<file path="src/rtl/alu_arbiter.sv">
// alu_arbiter: two requesters share one single-cycle ALU. Round-robin grant,
// per-requester registered response (result + {C,V,Z,N}) with valid/ready.
// Build option: define ALU_ARB_FIXED_PRIO_EN for fixed priority (req 0 wins).
module alu_arbiter #(
    parameter int NUM_REQ = 2,
    parameter int WIDTH   = 32
) (
    input  logic               clk,
    input  logic               rst,
    input  logic [NUM_REQ-1:0] req_valid,
    output logic [NUM_REQ-1:0] req_ready,
    input  logic [WIDTH-1:0]   req0_a,
    input  logic [WIDTH-1:0]   req0_b,
    input  logic [WIDTH-1:0]   req1_a,
    input  logic [WIDTH-1:0]   req1_b,
    input  logic [2:0]         req0_ctrl,
    input  logic [2:0]         req1_ctrl,
    output logic [NUM_REQ-1:0] rsp_valid,
    input  logic [NUM_REQ-1:0] rsp_ready,
    output logic [WIDTH-1:0]   rsp0_result,
    output logic [WIDTH-1:0]   rsp1_result,
    output logic [3:0]         rsp0_flags,
    output logic [3:0]         rsp1_flags
);

    logic [NUM_REQ-1:0] elig;
    logic [NUM_REQ-1:0] grant;
    logic               rsp_vld [NUM_REQ];
    logic [WIDTH-1:0]   rsp_res [NUM_REQ];
    logic [3:0]         rsp_flg [NUM_REQ];

    // a slot draining this cycle is as good as empty
    assign elig      = req_valid & (~rsp_valid | rsp_ready);
    assign req_ready = grant;

`ifdef ALU_ARB_FIXED_PRIO_EN
    // requester 0 always wins; requester 1 only gets idle slots
    always_comb begin
        grant    = '0;
        grant[0] = elig[0];
        grant[1] = elig[1] & ~elig[0];
    end
`else
    logic last_grant;

    // round-robin: on contention, grant whoever did not win last time
    always_comb begin
        grant = elig;
        if (elig == 2'b11)
            grant = last_grant ? 2'b01 : 2'b10;
    end

    // pointer moves only when someone was actually granted
    always_ff @(posedge clk or posedge rst) begin
        if (rst)
            last_grant <= 1'b1;
        else if (|grant)
            last_grant <= grant[1];
    end
`endif

    // shared ALU, inputs default to requester 0 when idle
    logic [WIDTH-1:0] alu_a, alu_b, alu_bx, alu_res;
    logic [2:0]       alu_ctrl;
    logic [WIDTH:0]   sum_full;
    logic [WIDTH-1:0] sum;
    logic             ovf_raw, carry, ovf;
    logic [3:0]       alu_flags;

    assign alu_a    = grant[1] ? req1_a    : req0_a;
    assign alu_b    = grant[1] ? req1_b    : req0_b;
    assign alu_ctrl = grant[1] ? req1_ctrl : req0_ctrl;

    // ctrl[0] selects subtract (two's complement of B) for sub and slt
    assign alu_bx   = alu_ctrl[0] ? ~alu_b : alu_b;
    assign sum_full = {1'b0, alu_a} + {1'b0, alu_bx} + {{WIDTH{1'b0}}, alu_ctrl[0]};
    assign sum      = sum_full[WIDTH-1:0];
    assign ovf_raw  = ~(alu_a[WIDTH-1] ^ alu_b[WIDTH-1] ^ alu_ctrl[0]) &
                       (alu_a[WIDTH-1] ^ sum[WIDTH-1]);
    // carry/overflow only reported on the adder codes (ctrl[1]=0)
    assign carry    = ~alu_ctrl[1] & sum_full[WIDTH];
    assign ovf      = ~alu_ctrl[1] & ovf_raw;

    // result select; undefined codes yield zero
    always_comb begin
        alu_res = '0;
        case (alu_ctrl)
            3'b000, 3'b001: alu_res = sum;
            3'b010:         alu_res = alu_a & alu_b;
            3'b011:         alu_res = alu_a | alu_b;
            3'b101:         alu_res = {{(WIDTH-1){1'b0}}, ovf_raw ^ sum[WIDTH-1]};
            default:        alu_res = '0;
        endcase
    end

    assign alu_flags = {carry, ovf, (alu_res == '0), alu_res[WIDTH-1]};

    // per-requester response slots: load on grant, clear on drain, else hold
    for (genvar i = 0; i < NUM_REQ; i++) begin : g_rsp
        always_ff @(posedge clk or posedge rst) begin
            if (rst) begin
                rsp_vld[i] <= 1'b0;
                rsp_res[i] <= '0;
                rsp_flg[i] <= '0;
            end else if (grant[i]) begin
                rsp_vld[i] <= 1'b1;
                rsp_res[i] <= alu_res;
                rsp_flg[i] <= alu_flags;
            end else if (rsp_ready[i]) begin
                rsp_vld[i] <= 1'b0;
            end
        end
    end

    assign rsp_valid   = {rsp_vld[1], rsp_vld[0]};
    assign rsp0_result = rsp_res[0];
    assign rsp1_result = rsp_res[1];
    assign rsp0_flags  = rsp_flg[0];
    assign rsp1_flags  = rsp_flg[1];

endmodule

</file>
<file path="config.mk">
export PLATFORM = sky130hd
export DESIGN_NAME = alu_arbiter
export DESIGN_NICKNAME = d
export VERILOG_FILES = /design/src/rtl/alu_arbiter.sv
export SDC_FILE = /design/constraint.sdc
export NUM_CORES = 1
export LEC_CHECK = 0
export BUFFER_PORTS_ARGS = -buffer_cell sky130_fd_sc_hd__buf_2
export CORE_AREA = 2 2 130 132
export DETAILED_ROUTE_END_ITERATION = 8
export DIE_AREA = 0 0 132 134
export PLACE_DENSITY = 0.7
export SYNTH_ARGS = -nofsm -noshare
export SYNTH_HDL_FRONTEND = slang
export SYNTH_SLANG_ARGS = --single-unit
</file>
<file path="constraint.sdc">
create_clock -name clk -period 11.7 [get_ports clk]
set_input_delay 2.34 -clock clk [delete_from_list [all_inputs] [get_ports clk]]
set_output_delay 2.34 -clock clk [all_outputs]
set_load 0.01 [all_outputs]
</file>
Word level (Yosys, flattened, before mapping) --
Index checks and enable logic that the tools add are counted.
Word-level totals: flip-flop bits (word level) 75, bits in latches 0, RAM bits 0, bits in read-only memories 0, input bits 140, output and inout port bits 76, word-level logic and storage cells 46, memories 0
Operators by class: add/subtract/negate cells 2, multipliers 0, div/mod/pow operators 0, order comparisons 0, equality and inequality tests 5, shift-type cells 0, mux-type cells 11, bitwise operators 15, reductions and logical operators 6
Operators with widths (count):
- $pmux 32 s4 | 1
- $mux 32 | 3
- $add 32x32->33 | 1
- $add 33x1->33 | 1
- $and 32x32->32 | 1
- $logic_not 32->1 | 1
- $not 32->32 | 1
- $or 32x32->32 | 1
- $eq 3x2->1 const B | 2
- $mux 1 | 4
- $mux 2 | 2
- $reduce_bool 2->1 | 2
- $reduce_or 2->1 | 2
- $xor 1x1->1 | 4
- $and 1x1->1 | 3
- $eq 3x1->1 const B | 1
- $eq 3x3->1 const B | 1
- $logic_not 3->1 | 1
- $mux 3 | 1
- $and 2x2->2 | 1
- $eq 2x2->1 const B | 1
- $not 1->1 | 2
- $not 2->2 | 1
- $or 2x2->2 | 1

Longest topological paths before layout --
word-level depth 15, gate-level depth with buffers 24

Least setup slack after synthesis --
No wires, ideal clock.
kind input to register, start point input rsp_ready[1], end point register rsp_flg (netlist bit rsp0_flags[1]), arrival 7.521 ns, required time 11.605 ns, path slack 4.083 ns, stages on the path 23, cell sequence and2b_1 a211o_1 buf_6 inv_4 buf_6 buf_2 buf_2 buf_2 buf_1 mux2i_1 xnor2_1 ha_1 clkbuf_1 a21oi_1 o21ai_0 or3_1 a211oi_4 nor2_2 or4_1 nand4_2 o2111ai_1 or4_1 o31ai_1
Between the ends: longest elaborated chain between the ends 14
RTL lines:
- from (decl) | line 19 | input logic [NUM_REQ-1:0] rsp_ready,
- $or 2x2->2 (*) | line 33 | assign elig = req_valid & (~rsp_valid | rsp_ready);
- $and 2x2->2 (*) | line 33
- $eq 2x2->1 | line 49 | if (elig == 2'b11)
- $mux 2 (*) | line 49
- $mux 32 | line 71 | assign alu_b = grant[1] ? req1_b : req0_b;
- $not 32->32 | line 75 | assign alu_bx = alu_ctrl[0] ? ~alu_b : alu_b;
- $mux 32 | line 75
- $add 32x32->33 | line 76 | assign sum_full = {1'b0, alu_a} + {1'b0, alu_bx} + {{WIDTH{1'b0}}, alu_ctrl[0]};
- $add 33x1->33 | line 76
- $xor 1x1->1 | line 79 | (alu_a[WIDTH-1] ^ sum[WIDTH-1]);
- $and 1x1->1 | line 78 | assign ovf_raw = ~(alu_a[WIDTH-1] ^ alu_b[WIDTH-1] ^ alu_ctrl[0]) &
- $xor 1x1->1 | line 91 | 3'b101: alu_res = {{(WIDTH-1){1'b0}}, ovf_raw ^ sum[WIDTH-1]};
- $pmux 32 s4 | line 87 | case (alu_ctrl)
- $logic_not 32->1 | line 96 | assign alu_flags = {carry, ovf, (alu_res == '0), alu_res[WIDTH-1]};
- to (signal, indexed assignment) | line 108 | rsp_flg[i] <= alu_flags;
- to (decl) | line 30 | logic [3:0] rsp_flg [NUM_REQ];
Mark *: on every way between the ends. The rest lies on a longest branch, timed or not. A chain may end at the register's enable or synchronous reset.

Worst setup path after layout --
start point input rsp_ready[0], end point register rsp_flg (netlist bit rsp1_flags[1])
Between the ends: longest elaborated chain between the ends 14
RTL lines (line):
- $or 2x2->2 (*) | 33
- $and 2x2->2 (*) | 33
- $eq 2x2->1 (*) | 49
- $mux 2 (*) | 49
- $mux 32 | 71
- $not 32->32 | 75
- $mux 32 | 75
- $add 32x32->33 | 76
- $add 33x1->33 | 76
- $xor 1x1->1 | 79
- $and 1x1->1 | 78
- $xor 1x1->1 | 91
- $pmux 32 s4 | 87
- $logic_not 32->1 | 96
Marked as above.

==> flow_metrics.env <==
export IMPL_peakVddDrop_v=0.00009954
export IMPL_synth_commonest_cells="208 x nand2_1, 101 x o21ai_0, 72 x dfrtp_1, 60 x a21oi_1, 53 x nor2_1"
export IMPL_areaGrowthSynthToFinish_pct=21.04
export IMPL_track_usage=0.2675
export IMPL_slew_violations=0
export IMPL_cp_top_family="compound AO/OA/AOI/OAI gates"
export IMPL_synth_distinct_cells=84
export IMPL_yosysMostFrequentCell="nand2_1"
export IMPL_synth_top_area_cell="dfrtp_1"
export IMPL_antenna_cells=0
export IMPL_drc_errors=0
export IMPL_async_flop_share=1.000
export IMPL_setup_viol=0
export IMPL_rr_startpoint="rsp_valid[1]"
export IMPL_yosysSeqAreaShare=0.2557
export IMPL_worstMarginPinSlew_ns=0.9016
export IMPL_clkTransAtPathRegs_ns=0.05
export IMPL_synth_avg_cell_area_um2=7.526
export IMPL_via_count=7756
export IMPL_required_ns=11.93
export IMPL_cts_sinks=73
export IMPL_total_leakage_power_nw=4.114
export IMPL_cts_resized_gates=0
export IMPL_crit_type="input pin to flip-flop"
export IMPL_max_slew_margin_rel=0.3989
export IMPL_holdPathEnd="rsp0_result[20]"
export IMPL_drive_above_1_share=0.2451
export IMPL_yosysWarnings=0
export IMPL_clk_latency_ns=0.33
export IMPL_dieArea_um2=17690
export IMPL_finalHoldViolCount=0
export IMPL_cp_max_fo=57
export IMPL_grt_max_degree=79
export IMPL_worst_setup_path_start_kind="input pin"
export IMPL_final_nets=1296
export IMPL_rsz0062_at_grt="false"
export IMPL_start_util=0.4389
export IMPL_drtIter0Drc=628
export IMPL_cpPeakStageDelay_ns=0.62
export IMPL_grt_pass1_vias=7168
export IMPL_fmax_mhz=127.2
export IMPL_netlist_top_cells_area="dfrtp_1 25%, nand2_1 11%, o21ai_0 7.1%, ha_1 5.8%, xnor2_1 5.4%"
export IMPL_io_pin_count=216
export IMPL_hp_class="flip-flop to flip-flop"
export IMPL_via_per_inst=5.762
export IMPL_numPortBuffers=215
export IMPL_first_pass_iters=5
export IMPL_min_from="rsp0_result[20]"
export IMPL_hold_depth=2
export IMPL_synthFlopType="dfrtp_1"
export IMPL_post_cts_setup_buffers=0
export IMPL_ant_nets=0
export IMPL_die_x_um=132
export IMPL_crit_arrival_ns=8.10
export IMPL_fp_row_count=47
export IMPL_path_buf_inv=3
export IMPL_r2r_cells=17
export IMPL_htree_levels=3
export IMPL_antenna_found_initial=0
export IMPL_drt_wirelength_per_cell_um=17.70
export IMPL_place_gp_congestion=0.9229
export IMPL_wirelength_um=23830
export IMPL_core_area_um2=16290
export IMPL_total_power_mw=1.609
export IMPL_grt_pass1_wl_um=38240
export IMPL_p_per_area_nw_per_um2=185.9
export IMPL_hold_buffers=0
export IMPL_status="finished clean"
export IMPL_hpwl_um=18570
export IMPL_finalSetupTns_ns=0
export IMPL_seqCellArea_um2=1828
export IMPL_crit_path_end_kind="flip-flop"
export IMPL_regToRegSetupSlack_ns=5.60
export IMPL_syn_area_um2=7149
export IMPL_synth_edf_count=0
export IMPL_timing_rr_end="rsp1_flags[1]"
export IMPL_crit_slowest_cell="buf_4"
export IMPL_synthesis_nets=1124
export IMPL_synthesis_instances=950
export IMPL_overflow=0
export IMPL_cts_tree="built"
export IMPL_die_h_um=134
export IMPL_yosys_register_bits=73
export IMPL_fillers=1600
export IMPL_multiInputGateArea_um2=4999
export IMPL_cts_buffer_depth=2
export IMPL_worstPathCellList="buf_2 > nand2b_1 > a211o_4 > inv_4 > buf_4 > mux2i_1 > xnor2_1 > ha_1 > a211o_1 > a21oi_1 > o31ai_1 > a22o_1 > or4_1 > a31oi_1 > and3_1 > nand4_1 > or4_1 > o31ai_1"
export IMPL_min_period_ns=7.862
export IMPL_maxCapViolCount=0
export IMPL_finClkSkew_ns=0.002490
export IMPL_cts_root_buf="clkbuf_16"
export IMPL_cts_buffers=9
export IMPL_synth_top_cell_area_share=0.2520
export IMPL_post_route_period_util=0.6720
-- area by class of cell --
class                   instances  share of cell area
clock buffers                  13             0.03123
clock inverters                 2            0.006940
inverters                      18            0.008097
multi-input cells             795              0.5776
flip-flops and latches         73              0.2112
well taps                     220             0.03181
repair buffers                225              0.1330
-- stage by stage --
stage	util	worst slack [ns]	hold WS, ns	area (um2)	instances
final	0.5312	3.838	0.4696	8653	1346
after global routing	0.5312	3.493	0.4966	8653	1346
after CTS	0.5312	3.921	0.4758	8653	1346
after detailed placement	0.5109	3.584	0.4632	8323	1331
after global placement	0.5109	3.646	0.4566	8323	1331
after floorplan	-	4.083	0.5013	7149	950
-- layer usage --
| layer | vias to the layer above | part of all wire | global-route usage | wire length [um] |
|---|---|---|---|---|
| met5 | - | 0 | 0 | 0 |
| met4 | 0 | 0.027 | 0.08514 | 649 |
| met3 | 53 | 0.076 | 0.03212 | 1807 |
| met2 | 359 | 0.44 | 0.4219 | 10600 |
| met1 | 3594 | 0.45 | 0.3830 | 10770 |
| li1 | 3750 | - | - | - |
-- worst max-delay path by stage --
stage | to | startpoint | slack, ns | cells after the start
floorplan | rsp0_flags[1] | rsp_ready[1] | 4.08 | 23
global placement | rsp0_flags[1] | rsp_ready[0] | 3.65 | 18
detailed placement | rsp1_flags[1] | rsp_ready[0] | 3.58 | 18
CTS | rsp1_flags[1] | rsp_ready[0] | 3.92 | 18
global route | rsp0_flags[1] | rsp_ready[0] | 3.49 | 18
finish | rsp1_flags[1] | rsp_ready[0] | 3.84 | 18
-- cell usage in the layout (no fill, tap or decap), types with 9 or more instances in the layout --
cell,n
clkbuf_16,9
dfrtp_1,72
buf_2,215
inv_1,14
ha_1,33
nand4_1,12
mux2_2,9
nand3_1,24
buf_4,10
o21ai_0,101
xnor2_1,44
nand2_1,208
nor3_1,14
a21o_1,9
a21oi_1,60
mux2i_1,34
maj3_1,22
a31oi_1,10
nor2_1,53
o31ai_1,9
-- cells by family (layout without fill, tap and decap cells) --
| kind of cell | after synthesis | after routing | synth area share |
|---|---|---|---|
| AND/OR/NAND/NOR | 368 | 368 | 0.2305 |
| AO/OA/AOI/OAI | 270 | 270 | 0.2368 |
| buffers and inverters | 82 | 258 | 0.04882 |
| flip-flops | 73 | 73 | 0.2557 |
| adder cells (fa/ha/maj) | 58 | 58 | 0.09451 |
| XOR/XNOR | 52 | 52 | 0.06370 |
| multiplexers | 47 | 47 | 0.07000 |
-- sequential cells by signal, indices dropped and copies added, names as in the netlist --
register,cells
rsp0_result,31
rsp_valid,2
rsp1_result,31
rsp0_flags,4
rsp1_flags,4
last_grant,1
-- report_power, final --
part           switching (mW)  internal [mW]  leakage (nW)
registers              0.0494          0.342         0.951
logic                   0.562          0.355          3.00
clock network          0.0972          0.203         0.162
-- worst register-to-register path: stages, from the launching register on --
cell	delay (ns)
dfrtp_1	0.38
and2b_1	0.22
a211o_4	0.55
inv_4	0.41
buf_4	0.62
mux2i_1	0.32
xnor2_1	0.09
ha_1	0.42
a211o_1	0.35
a21oi_1	0.16
o31ai_1	0.14
a22o_1	0.25
or4_1	0.47
a31oi_1	0.47
and3_1	0.25
nand4_1	0.14
or4_1	0.53
o31ai_1	0.24
No activity file was read; power rests on OpenSTA's default activity.
